===== config.mk =====
export PLATFORM = sky130hd
export DESIGN_NAME = cpu_bus_arbiter
export DESIGN_NICKNAME = d
export VERILOG_FILES = /design/src/rtl/cpu_bus_arbiter.sv
export SDC_FILE = /design/constraint.sdc
export NUM_CORES = 1
export LEC_CHECK = 0
export ABC_AREA = 1
export CAP_MARGIN = 30
export CORE_MARGIN = 2
export CORE_UTILIZATION = 35
export DETAILED_ROUTE_END_ITERATION = 6
export GPL_ROUTABILITY_DRIVEN = 1
export GPL_TIMING_DRIVEN = 0
export HOLD_SLACK_MARGIN = 0.02
export PLACE_DENSITY = 0.75
export SETUP_SLACK_MARGIN = 0.5
export SLEW_MARGIN = 15
export SYNTH_ARGS = -nofsm -noshare
export SYNTH_HDL_FRONTEND = slang
export SYNTH_SLANG_ARGS = --single-unit
export TNS_END_PERCENT = 30

===== constraint.sdc =====
create_clock -name i_cpu_clk -period 3.98 [get_ports i_cpu_clk]
set_input_delay 0.597 -clock i_cpu_clk [delete_from_list [all_inputs] [get_ports i_cpu_clk]]
set_output_delay 0.597 -clock i_cpu_clk [all_outputs]
set_load 0.02 [all_outputs]

===== src/rtl/cpu_bus_arbiter.sv =====
// Two-port round-robin arbiter for the CPU external data bus.
// Runs one strobed transaction at a time and aborts with an error if the device never responds.
module cpu_bus_arbiter #(
    parameter int unsigned         ADDR_W   = 32,
    parameter int unsigned         DATA_W   = 32,
    parameter int unsigned         TIMEOUT  = 255,
    parameter logic [DATA_W-1:0]   ERR_DATA = DATA_W'(32'hDEADBEEF)
) (
    input  logic              i_cpu_clk,
    input  logic              i_rst,
    input  logic              i_req0,
    input  logic              i_req1,
    input  logic              i_we0,
    input  logic              i_we1,
    input  logic [ADDR_W-1:0] i_addr0,
    input  logic [ADDR_W-1:0] i_addr1,
    input  logic [DATA_W-1:0] i_wdata0,
    input  logic [DATA_W-1:0] i_wdata1,
    output logic              o_ack0,
    output logic              o_ack1,
    output logic [DATA_W-1:0] o_rdata0,
    output logic [DATA_W-1:0] o_rdata1,
    output logic              o_err,
    output logic              o_busy,
    output logic              o_grant,
    output logic [7:0]        o_timeouts,
    output logic              o_bus_clk,
    output logic              o_bus_we,
    output logic [ADDR_W-1:0] o_bus_addr,
    output logic [DATA_W-1:0] o_bus_data,
    input  logic [DATA_W-1:0] i_bus_data,
    input  logic              i_bus_data_ready
);

    localparam int unsigned CNT_W = 8;

    typedef enum logic [2:0] {
        S_IDLE,
        S_SETUP,
        S_STROBE,
        S_WAIT,
        S_ACK
    } state_e;

    state_e              state_q;
    logic                ack0_q;
    logic                ack1_q;
    logic [DATA_W-1:0]   rdata0_q;
    logic [DATA_W-1:0]   rdata1_q;
    logic                err_q;
    logic                busy_q;
    logic                grant_q;
    logic [CNT_W-1:0]    timeouts_q;
    logic [CNT_W-1:0]    cnt_q;
    logic                bus_clk_q;
    logic                bus_we_q;
    logic [ADDR_W-1:0]   bus_addr_q;
    logic [DATA_W-1:0]   bus_data_q;

    // Port to grant this cycle: the sole requester, or the one not served last under contention.
    logic grant_sel_c;
    assign grant_sel_c = (i_req0 && i_req1) ? ~grant_q : i_req1;

    // Read data returned to the requester at completion: device data, or the error word on timeout.
    logic [DATA_W-1:0] done_rdata_c;
    assign done_rdata_c = i_bus_data_ready ? i_bus_data : ERR_DATA;

    always_ff @(posedge i_cpu_clk) begin
        if (i_rst) begin
            state_q    <= S_IDLE;
            ack0_q     <= 1'b0;
            ack1_q     <= 1'b0;
            rdata0_q   <= '0;
            rdata1_q   <= '0;
            err_q      <= 1'b0;
            busy_q     <= 1'b0;
            grant_q    <= 1'b1;
            timeouts_q <= '0;
            cnt_q      <= '0;
            bus_clk_q  <= 1'b0;
            bus_we_q   <= 1'b0;
            bus_addr_q <= '0;
            bus_data_q <= '0;
        end else begin
            ack0_q <= 1'b0;
            ack1_q <= 1'b0;
            err_q  <= 1'b0;
            case (state_q)
                S_IDLE: begin
                    if (i_req0 || i_req1) begin
                        grant_q    <= grant_sel_c;
                        bus_we_q   <= grant_sel_c ? i_we1    : i_we0;
                        bus_addr_q <= grant_sel_c ? i_addr1  : i_addr0;
                        bus_data_q <= grant_sel_c ? i_wdata1 : i_wdata0;
                        busy_q     <= 1'b1;
                        state_q    <= S_SETUP;
                    end
                end
                S_SETUP: begin
                    bus_clk_q <= 1'b1;
                    state_q   <= S_STROBE;
                end
                S_STROBE: begin
                    cnt_q   <= CNT_W'(TIMEOUT);
                    state_q <= S_WAIT;
                end
                S_WAIT: begin
                    if (i_bus_data_ready || (cnt_q == '0)) begin
                        if (!bus_we_q) begin
                            if (grant_q) rdata1_q <= done_rdata_c;
                            else         rdata0_q <= done_rdata_c;
                        end
                        if (!i_bus_data_ready) begin
                            err_q <= 1'b1;
                            if (timeouts_q != {CNT_W{1'b1}}) timeouts_q <= timeouts_q + CNT_W'(1);
                        end
                        ack0_q    <= ~grant_q;
                        ack1_q    <= grant_q;
                        bus_clk_q <= 1'b0;
                        bus_we_q  <= 1'b0;
                        state_q   <= S_ACK;
                    end else begin
                        cnt_q <= cnt_q - CNT_W'(1);
                    end
                end
                S_ACK: begin
                    busy_q  <= 1'b0;
                    state_q <= S_IDLE;
                end
                default: begin
                    busy_q    <= 1'b0;
                    bus_clk_q <= 1'b0;
                    bus_we_q  <= 1'b0;
                    state_q   <= S_IDLE;
                end
            endcase
        end
    end

    assign o_ack0     = ack0_q;
    assign o_ack1     = ack1_q;
    assign o_rdata0   = rdata0_q;
    assign o_rdata1   = rdata1_q;
    assign o_err      = err_q;
    assign o_busy     = busy_q;
    assign o_grant    = grant_q;
    assign o_timeouts = timeouts_q;
    assign o_bus_clk  = bus_clk_q;
    assign o_bus_we   = bus_we_q;
    assign o_bus_addr = bus_addr_q;
    assign o_bus_data = bus_data_q;

endmodule


==> Yosys cells after proc, flatten, opt, wreduce, memory -nomap -nowiden <==
Index checks and enable logic that the tools add are counted.
{ "word_totals": {"ff_bits": 154} }
{ "classes": {"n_eq_ne": 8, "reduce_logical": 19, "n_bitwise": 8, "addsub": 2, "muxes": 17} }
{ "ops": {"columns": ["op", "n"], "rows": [
  ["$mux W32", 3],
  ["$pmux W8 S2", 1],
  ["$pmux W3 S4", 1],
  ["$reduce_and A4 Y1", 3],
  ["$reduce_or A3 Y1", 4],
  ["$reduce_and A2 Y1", 5],
  ["$add A8 B1 Y8 const B", 1],
  ["$logic_not A8 Y1", 1],
  ["$mux W8", 1],
  ["$ne A8 B8 Y1 const B", 1],
  ["$not A1 Y1", 8],
  ["$sub A8 B1 Y8 const B", 1],
  ["$eq A3 B2 Y1 const B", 2],
  ["$mux W1", 6],
  ["$mux W3", 2],
  ["$ne A2 B2 Y1 const B", 3],
  ["$pmux W1 S3", 2],
  ["$eq A3 B1 Y1 const B", 1],
  ["$eq A3 B3 Y1 const B", 1],
  ["$logic_not A3 Y1", 1],
  ["$reduce_and A3 Y1", 1],
  ["$logic_or A1 B1 Y1", 2],
  ["$pmux W1 S2", 1],
  ["$reduce_bool A2 Y1", 1],
  ["$logic_and A1 B1 Y1", 1]
]} }

==> Longest topological paths before layout <==
{ "depth": {"ltp_word": 5, "depth_mapped": 9, "mapped_depth_nobuf": 8} }

==> Worst setup path after synthesis <==
No wires, ideal clock.
{ "synth_path": {"path_kind": "input to register", "start": "input i_bus_data_ready", "end": "register rdata1_q[4] (netlist: o_rdata1[4])", "arrival_time_ps": 1501, "path_slack_ps": 2369, "path_stages": 8, "setup_time_ps": 110, "path_cell_list": "buf_2 -> inv_1 -> o21ai_4 -> buf_4 -> buf_4 -> nand4_1 -> nand2_1 -> nor2_1"} }
{ "synth_via": {"elab_chain_len": 2, "elab_cells_between_ends": 3, "classes_between": "1 x mux; 2 x reduce/logical"} }
{ "synth_rtl": {"columns": ["item", "line", "text"], "rows": [
  ["start, declared", "32", "input logic i_bus_data_ready"],
  ["$logic_or A1 B1 Y1", "108", "if (i_bus_data_ready || (cnt_q == '0)) begin"],
  ["$reduce_and A4 Y1 (no line)", null, null],
  ["end signal, assigned", "110", "if (grant_q) rdata1_q <= done_rdata_c;"],
  ["end, declared", "49", "logic [DATA_W-1:0] rdata1_q;"]
]} }
Several ways; a longest one is shown, not always the timed one.
A chain may end at the register's enable or synchronous reset.

==> metrics.csv <==
metric,value,unit
syn2layout_area_growth,55.7,%
required,4340,ps
antenna_found_initial,0,
r2r_slack,2060,ps
tns,0,ps
layout_setup_ws,1840,ps
rr_endpoint,o_rdata1[28]$_SDFFE_PP0P_,
muxShareOfSynthArea,0,%
io_pins,310,
synth_compound_area_share,15.5,%
synth_area_leaders,"dfxtp_1 (43%), nand2_1 (13%), a21oi_1 (10%)",
slew_viol_final,0,
yosysSeqAreaShare,43.2,%
grt_pass1_wl,40.6,mm
core,20100,um2
grt_max_degree,17,
cts_tree,built,
startpoint,i_rst,
fmax,0.467,GHz
synthAdderAreaFrac,0.526,%
synth_top_area_share,43.2,%
crit_type,input pin to flip-flop,
postCtsSetupRepairBufs,0,
finalHoldViolCount,0,
rsz0062_at_grt,false,
tightest_slew,624,ps
vias_per_cell,4.83,
synth-seq-cells,154,
min_path_type,flip-flop to flip-flop,
synth_nets,1241,
synth-simple-area-share,27.9,%
cts.sinks,154,
hpwl,20.1,mm
track_usage,23.9,%
cts-root-buf,clkbuf_16,
netlist_area,7140,um2
ant_nets,0,
leakagePower,4.63,nW
relSlewSlack,58.4,%
place.gp.congestion,0.887,
cts-resized-gates,0,
die_w,147,um
synth_xor_xnor_area_share,0.736,%
cp.arrival,2500,ps
p_sw,1.56,mW
route.vias.total,8117,
synth.avg_cell_area,6.66,um2
portBuffers,308,
preCtsSetupSlack,1350,ps
first_iter_violations,499,
initial_utilization,35.5,%
drive_above_1_share,4.82,%
fin_crit,2140,ps
final_common_cell,clkdlybuf4s50_1,
finalSetupViolCount,0,
cts_max_path_buffers,2,
fp.dieH,147,um
dieArea,21500,um2
pwr-share-clk,33.4,%
ys_types,25,
ys_warn_count,0,
cp_max_fo,10,
holdBufCountCts,0,
seqPwrFrac,38.2,%
outcome,"finished, final reports clean",
nets,1568,
drt-pass1-iter-count,5,
synth_top_family_by_area,simple AND/OR/NAND/NOR gates,
clk_pin_slew,60,ps
peakVddDrop,289,uV
combPwrFrac,28.4,%
drv_cap,0,
drt-wirelength-per-cell,15.6,um
gr-total-overflow,0,
final_core_util,55.3,%
cts-htree-levels,4,
p_total,4.63,mW
yosysTopAreaCell,dfxtp_1,
switching_share,33.7,%
clkLatencyLatePin,430,ps
drc_errors,0,
power_density,417,nW/um2
antenna_cells,0,
wirelength,26.2,mm
min_path_cells,2,
layout_common_cells,"clkdlybuf4s50_1 (308), nand2_1 (252), dfxtp_1 (154), inv_1 (147), a21oi_1 (144)",
cts_made_buffers,17,
rr_worst_depth,6,
grt_pass1_vias,7858,
end_kind,flip-flop,
place_inst,1649,
netlist_instances,1071,
p_int,3.07,mW
finalCritPeriodShare,53.8,%
rows,52,
r2r_start,o_grant$_SDFFE_PP1P_,
fin_cells,1681,
worstSetupEndpoint,o_rdata0[26]$_SDFFE_PP0P_,
skew,14.5,ps
worst_setup_path_start_kind,input pin,
-- power by group through the flow --
stage	registers, mW	logic [mW]	clock network (mW)
3_3_place_gp	1.80	1.29	0
2_1_floorplan	1.95	0.539	0
6_report	1.77	1.31	1.55
4_1_cts	1.77	1.31	1.57
5_1_grt	1.79	1.42	1.64
3_5_place_dp	1.80	1.30	0
-- worst min path at each step --
stage,startpoint,end
floorplan,cnt_q[0]$_SDFFE_PP0P_,cnt_q[0]$_SDFFE_PP0P_
global route,o_bus_clk$_SDFFE_PP0P_,o_bus_clk$_SDFFE_PP0P_
global placement,cnt_q[0]$_SDFFE_PP0P_,cnt_q[0]$_SDFFE_PP0P_
detailed placement,o_bus_clk$_SDFFE_PP0P_,o_bus_clk$_SDFFE_PP0P_
finish,o_bus_clk$_SDFFE_PP0P_,o_bus_clk$_SDFFE_PP0P_
CTS,o_bus_clk$_SDFFE_PP0P_,o_bus_clk$_SDFFE_PP0P_
-- critical path, cell delays in order --
cell and delay [ps]:
clkdlybuf4s50_1 490, inv_1 220, clkbuf_1 400, clkbuf_1 490
nand2_1 160, nor2_1 130
-- synth_stat cells --
| library cell | n |
|---|---|
| a21oi_1 | 144 |
| a31oi_1 | 1 |
| buf_1 | 10 |
| buf_2 | 18 |
| buf_4 | 5 |
| clkbuf_1 | 37 |
| dfxtp_1 | 154 |
| ha_1 | 3 |
| inv_1 | 147 |
| inv_2 | 4 |
| nand2_1 | 252 |
| nand2_2 | 1 |
| nand3_1 | 25 |
| nand3_2 | 1 |
| nand3_4 | 2 |
| nand4_1 | 56 |
| nor2_1 | 124 |
| nor2_2 | 3 |
| nor2_4 | 1 |
| nor3_1 | 4 |
| o21ai_0 | 64 |
| o21ai_1 | 8 |
| o21ai_4 | 1 |
| xnor2_1 | 3 |
| xor2_1 | 3 |
-- stage by stage --
| step | hold slack (ps) | area (um2) |
|---|---|---|
| floorplan | 455 | 7140 |
| global placement | 466 | 10600 |
| detailed placement | 470 | 10600 |
| CTS | 480 | 11100 |
| global route | 507 | 11100 |
| finish | 487 | 11100 |
-- final cells by class --
type,instances,area [um2]
Timing Repair Buffer,308,3080
Tap cell,270,338
Buffer,70,304
Multi-Input combinational cell,696,3180
Clock buffer,18,439
Fill cell,1916,9000
Inverter,151,567
Sequential cell,154,3080
Clock inverter,14,113
-- state kept, by name (all words and copies together) (netlist names), 3 cells and up --
signal,flops
o_rdata0,32
o_timeouts,8
o_bus_data,32
o_rdata1,32
cnt_q,8
state_q,3
o_bus_addr,32
-- per-layer routing --
layer  up-vias  GRT usage, %  wire [um]
li1       4054             -          -
met4         0          11.6       1080
met5         -             0          0
met3        57          7.42       2290
met1      3665          26.6       9980
met2       341          41.6      12900
-- logic make-up after synthesis --
family          after synthesis
flops                       154
fa+ha+maj                     3
compound gates              218
simple gates                469
buf+inv                     221
xor+xnor                      6
Note: power is estimated with default switching activity, not from simulation.
==> variant 1, RTL diff (same settings) <==
Put one more register stage on the output `o_timeouts`, with the module's reset. The value now appears one clock later. The other outputs are not delayed to match.
--- a/src/rtl/cpu_bus_arbiter.sv
+++ b/src/rtl/cpu_bus_arbiter.sv
@@ -145,5 +145,11 @@
     assign o_busy     = busy_q;
     assign o_grant    = grant_q;
-    assign o_timeouts = timeouts_q;
+    always_ff @(posedge i_cpu_clk) begin
+        if (i_rst) begin
+            o_timeouts <= '0;
+        end else begin
+            o_timeouts <= timeouts_q;
+        end
+    end
     assign o_bus_clk  = bus_clk_q;
     assign o_bus_we   = bus_we_q;
Formal check against the unedited RTL: no difference found for any inputs over 4 cycles, from zero or initial values and one cycle with i_rst high; that may be too few to reach the edited logic, so the function may still have changed.
==> variant 1 against the original RTL <==
Sequential cell count increased by 8. Clock skew increased by 1.6 ps. Die area increased by 3.9%. Routed wire length decreased by 1.4%. Design area increased by 3.3%. Setup slack got worse by 69 ps. Combinational power increased by 12%. Hold slack got worse by 19 ps. Synthesized cell count increased by 2.7%. Area after synthesis increased by 4.0%. Total power increased by 10%. Sequential power increased by 6%.
==> variant 1: results (changes against the original RTL) <==
Max clock buf depth 2 (unchanged); clock skew 16.1 ps (+1.64 ps); Pre-antenna DRT Iters 5 (unchanged); final net count 1,597 (+1.8%); Worst Tran Pin Value 573 ps (-50.1 ps); post-synth cell types 24 (-4.0%); I/O Buffers 308 (unchanged); Seq/Total Area, Yosys 43.7% (+0.49 points); ranking of synthesized cells by area dfxtp_1, nand2_1, a21oi_1; mux cell area share after synthesis 0% (unchanged); hpwl dp 19,900 um (-1.2%); Post-synth top cells nand2_1, dfxtp_1, inv_1; Static Leak 4.77 nW (+3.2%); PostCTS Resize Cnt 0 (unchanged); synthesized instance count 1,100 (+2.7%); Worst EP arrival 2560 ps (+60 ps); Async S/R FF share, synth 0% (unchanged); synthesized net count 1,270 (+2.3%); Ant. Diodes 0 (unchanged); WL/cell 15.1 um (-3.3%); worst-path fanout max 10 (unchanged); status finished clean; Synth Area in Compound Gates 15.7% (+0.28 points); Post-Synth Adder-Cell Area 0.506% (-0.020 points); total track usage 22.5% (-1.4 points); top_reg_cell synth dfxtp_1; maximum vdd drop 0.292 mV (+0.98%); routability cong. 0.878 (-0.91%); vias in the first global route 7,546 (-4.0%); initial antenna violation count 0 (unchanged); root buf cell clkbuf_16; via count 8,169 (+0.64%); Placed Instances 1,683 (+2.1%); DRT Wirelength 25,800 um (-1.4%); global-route wire length before repair 39,600 um (-2.7%); Clk pin slew, worst setup/hold paths 60 ps (about the same); Detailed Route Iter0 Violations 323 (-35%); Setup Fix Bufs, Post-CTS 0 (unchanged); fraction of layout cells with a size suffix above 1 4.10% (-0.72 points); number of buffers created by CTS 17 (unchanged); synthesized-area fraction occupied by xor and xnor cells 0.590% (-0.15 points)
[variant 1: changes by cell type in the layout (fill, tap and decap cells not counted), moves of 4 or more]
cell / before / now
o21ai_0: 64 / 78
buf_6: 0 / 7
a21oi_1: 144 / 148
clkbuf_1: 37 / 42
buf_2: 18 / 14
dfxtp_1: 154 / 162
nand2_1: 252 / 246
bufinv_16: 0 / 4
inv_2: 4 / 0
o21ai_1: 8 / 3
inv_1: 147 / 159
[variant 1: kinds of logic (layout without fill, tap and decap cells)]
kind of cell / after synthesis / count (layout)
simple gates: 465 / 465
buf+inv: 234 / 573
compound gates: 231 / 231
flops: 162 / 162
xor+xnor: 5 / 5
fa+ha+maj: 3 / 3
[variant 1: cell type report]
cell class              instances  area, um^2
clock inverters                11         178
clock buffers                  20         447
repair buffers                308        3080
inverters                     160         601
multi-input cells             704        3220
flip-flops and latches        162        3240
well taps                     275         344
plain buffers                  74         355
fillers                      2039        9420
[variant 1: through the flow]
step                      power [mW]  cell area, um^2  setup WS, ps  hold WS (ps)  util, %
after floorplan                 2.70             7420          2260           430        -
after global placement          3.36            10800          1320           453     51.9
after detailed placement        3.38            10800          1320           458     51.9
after CTS                       5.16            11500          1760           469     54.9
after global routing            5.38            11500          1550           491     54.9
final                           5.12            11500          1770           468     54.9
[variant 1: path summary, 6_finish.rpt]
check / from / endpoint / slack [ps] / depth (start not counted)
max: i_rst / cnt_q[0]$_SDFFE_PP0P_ / 1770 / 6
min: o_bus_clk$_SDFFE_PP0P_ / o_bus_clk$_SDFFE_PP0P_ / 470 / 2
max reg2reg: o_grant$_SDFFE_PP1P_ / o_rdata0[31]$_SDFFE_PP0P_ / 2050 / 6
min reg2reg: o_bus_clk$_SDFFE_PP0P_ / o_bus_clk$_SDFFE_PP0P_ / 470 / 2
[variant 1: per-layer routing]
| metal | wire length, um | vias up | global-route usage, % |
|---|---|---|---|
| met5 | 0 | - | 0 |
| met4 | 558 | 0 | 7.33 |
| met3 | 2310 | 26 | 6.37 |
| met2 | 12800 | 343 | 39.5 |
| met1 | 10200 | 3664 | 26.3 |
| li1 | - | 4136 | - |
[variant 1: report_power, final]
group | internal (mW) | switching (mW)
clock | 1.07 | 0.695
combinational | 0.622 | 0.849
sequential | 1.78 | 0.0977
total | 3.48 | 1.64
[variant 1: worst max-delay path, cell delays in order]
cell and delay (ps):
clkdlybuf4s50_1 450, inv_1 230, clkbuf_1 480, buf_1 490, o21ai_0 160, a21oi_1 140
==> variant 2, RTL diff (same flow settings) <==
Without the edit above. Set the parameter `ADDR_W` to 24 (it was 32).
--- a/src/rtl/cpu_bus_arbiter.sv
+++ b/src/rtl/cpu_bus_arbiter.sv
@@ -2,5 +2,5 @@
 // Runs one strobed transaction at a time and aborts with an error if the device never responds.
 module cpu_bus_arbiter #(
-    parameter int unsigned         ADDR_W   = 32,
+    parameter int unsigned         ADDR_W   = 24,
     parameter int unsigned         DATA_W   = 32,
     parameter int unsigned         TIMEOUT  = 255,
Interface: changed (resized i_addr0, i_addr1 and o_bus_addr); port bits go from 310 to 286. No check against the original RTL was run, so the function may have changed too.
==> variant 2 against the original RTL <==
Register-to-register slack got worse by 120 ps. Total power decreased by 3.9%. Synthesized cell count decreased by 4.0%. Sequential cell count decreased by 8. Setup slack got worse by 31 ps. Area after synthesis decreased by 5.2%. Routed wire length decreased by 10%. Design area decreased by 5.4%. Critical path type unchanged. Critical endpoint is now o_rdata0[5]$_SDFFE_PP0P_.
==> variant 2: results (changes against the original RTL) <==
status finished clean; ranking of synthesized cells by area dfxtp_1, nand2_1, a21oi_1; FILL cells 1,826 (-4.7%); slew margin rel. 50.7% (-7.6 points); Ant. Diodes 0 (unchanged); synthesized-area fraction occupied by xor and xnor cells 0.647% (-0.089 points); synthesized net count 1,182 (-4.8%); delay of the slowest critical-path stage 510 ps (+20 ps); PostCTS Resize Cnt 0 (unchanged); wire length on met3 2010 um (-12%); most numerous cell in the Yosys netlist nand2_1; Reg2Reg Depth 8 (+2); FF-to-FF setup slack 1940 ps (-120 ps); DRT Wirelength 23,600 um (-10%); M1 WL 9400 um (-5.7%); Slowest-stage cell, CP clkdlybuf4s50_1; largest net degree at the start of global routing 17 (unchanged); maximum vdd drop 0.277 mV (-4.2%); hold_ws 468 ps (-19.0 ps); Hold EP o_bus_clk$_SDFFE_PP0P_; remaining global-route overflow 0 (unchanged); fraction of layout cells with a size suffix above 1 4.17% (-0.65 points); synthesized instance count 1,028 (-4.0%); Post-Synth Adder-Cell Area 0.555% (+0.029 points); synth warn 0 (unchanged); metal2 WL 11,600 um (-9.9%); vias per cell 4.74 (-1.8%); Synth Area in Compound Gates 15.3% (-0.12 points); max layer used met4; Detailed Route Iter0 Violations 365 (-27%); Clock Latency Late Sink approximately 420 ps; Static Leak 4.43 nW (-4.2%); global-route wire length before repair 36,600 um (-9.9%); clock skew 8.61 ps (-5.87 ps); mux cell area share after synthesis 0% (unchanged); Non-Filler Instances 1,604 (-4.6%); top_reg_cell synth dfxtp_1; routability cong. 0.910 (+2.7%); vias in the first global route 7,367 (-6.2%); worst hold-check path type register to register; Setup Fix Bufs, Post-CTS 0 (unchanged); initial antenna violation count 0 (unchanged); final net count 1,485 (-5.3%); root buf cell clkbuf_16; hpwl dp 18,200 um (-9.6%); Async S/R FF share, synth 0% (unchanged); number of buffers created by CTS 17 (unchanged); reg-to-reg endpoint o_rdata1[22]$_SDFFE_PP0P_; worst reg2reg path startpoint o_grant$_SDFFE_PP1P_; delay-heaviest family, CP buffers and inverters; WHS Path Cells 2 (unchanged); Seq/Total Area, Yosys 43.2% (about the same); total track usage 22.8% (-1.1 points); critical hold path startpoint o_bus_clk$_SDFFE_PP0P_; Post-synth top cells nand2_1, dfxtp_1, inv_1; Pre-antenna DRT Iters 7 (+2); I/O Buffers 284 (-7.8%); Worst EP arrival 2530 ps (+30 ps)
[variant 2: worst max-delay path by stage]
stage / start / to / slack (ps) / depth (start not counted)
floorplan: i_bus_data_ready / o_rdata1[14]$_SDFFE_PP0P_ / 2200 / 8
global placement: i_rst / o_rdata0[5]$_SDFFE_PP0P_ / 1330 / 6
detailed placement: i_rst / o_rdata0[5]$_SDFFE_PP0P_ / 1310 / 6
CTS: i_rst / o_rdata0[5]$_SDFFE_PP0P_ / 1750 / 6
global route: i_rst / o_rdata0[5]$_SDFFE_PP0P_ / 1620 / 6
finish: i_rst / o_rdata0[5]$_SDFFE_PP0P_ / 1810 / 6
[variant 2: per-layer routing]
layer  up-vias  track usage [%]
met1      3394             25.8
met2       306             39.7
met5         -                0
met4         0             8.39
met3        35             7.68
li1       3868                -
[variant 2: stage by stage]
step | setup WS (ps) | area [um^2] | total power [mW]
2_1_floorplan | 2200 | 6770 | 2.32
3_3_place_gp | 1330 | 9930 | 2.87
3_5_place_dp | 1310 | 9930 | 2.89
4_1_cts | 1750 | 10500 | 4.48
5_1_grt | 1620 | 10500 | 4.67
6_report | 1810 | 10500 | 4.45
[variant 2: layout make-up]
type	count	share of cell area (%)
timing repair buffer	284	27.0
sequential	146	27.8
tap	260	3.09
clock inverter	11	1.23
multi-input combinational	665	28.6
inverter	151	5.39
buffer	66	2.61
clock buffer	21	4.28
[variant 2: worst register-to-register path, cell delays in order, from the launching register on]
cell     delay, ps
dfxtp_1        420
inv_1          130
nor2_1         580
nand3_1        180
buf_2          230
buf_2          200
nand2_1         80
nand2_1         50
nor2_1         110
[variant 2: kinds of logic after synthesis]
family,count (synthesis)
compound gates,205
xor+xnor,5
fa+ha+maj,3
buf+inv,217
flops,146
simple gates,452
[variant 2: power by group]
part | total [mW] | leakage [nW] | internal (mW) | switching [mW]
Sequential | 1.67 | 1.19 | 1.59 | 0.0818
Clock | 1.59 | 0.278 | 0.946 | 0.645
Combinational | 1.19 | 2.96 | 0.499 | 0.687
Total | 4.45 | 4.43 | 3.04 | 1.41
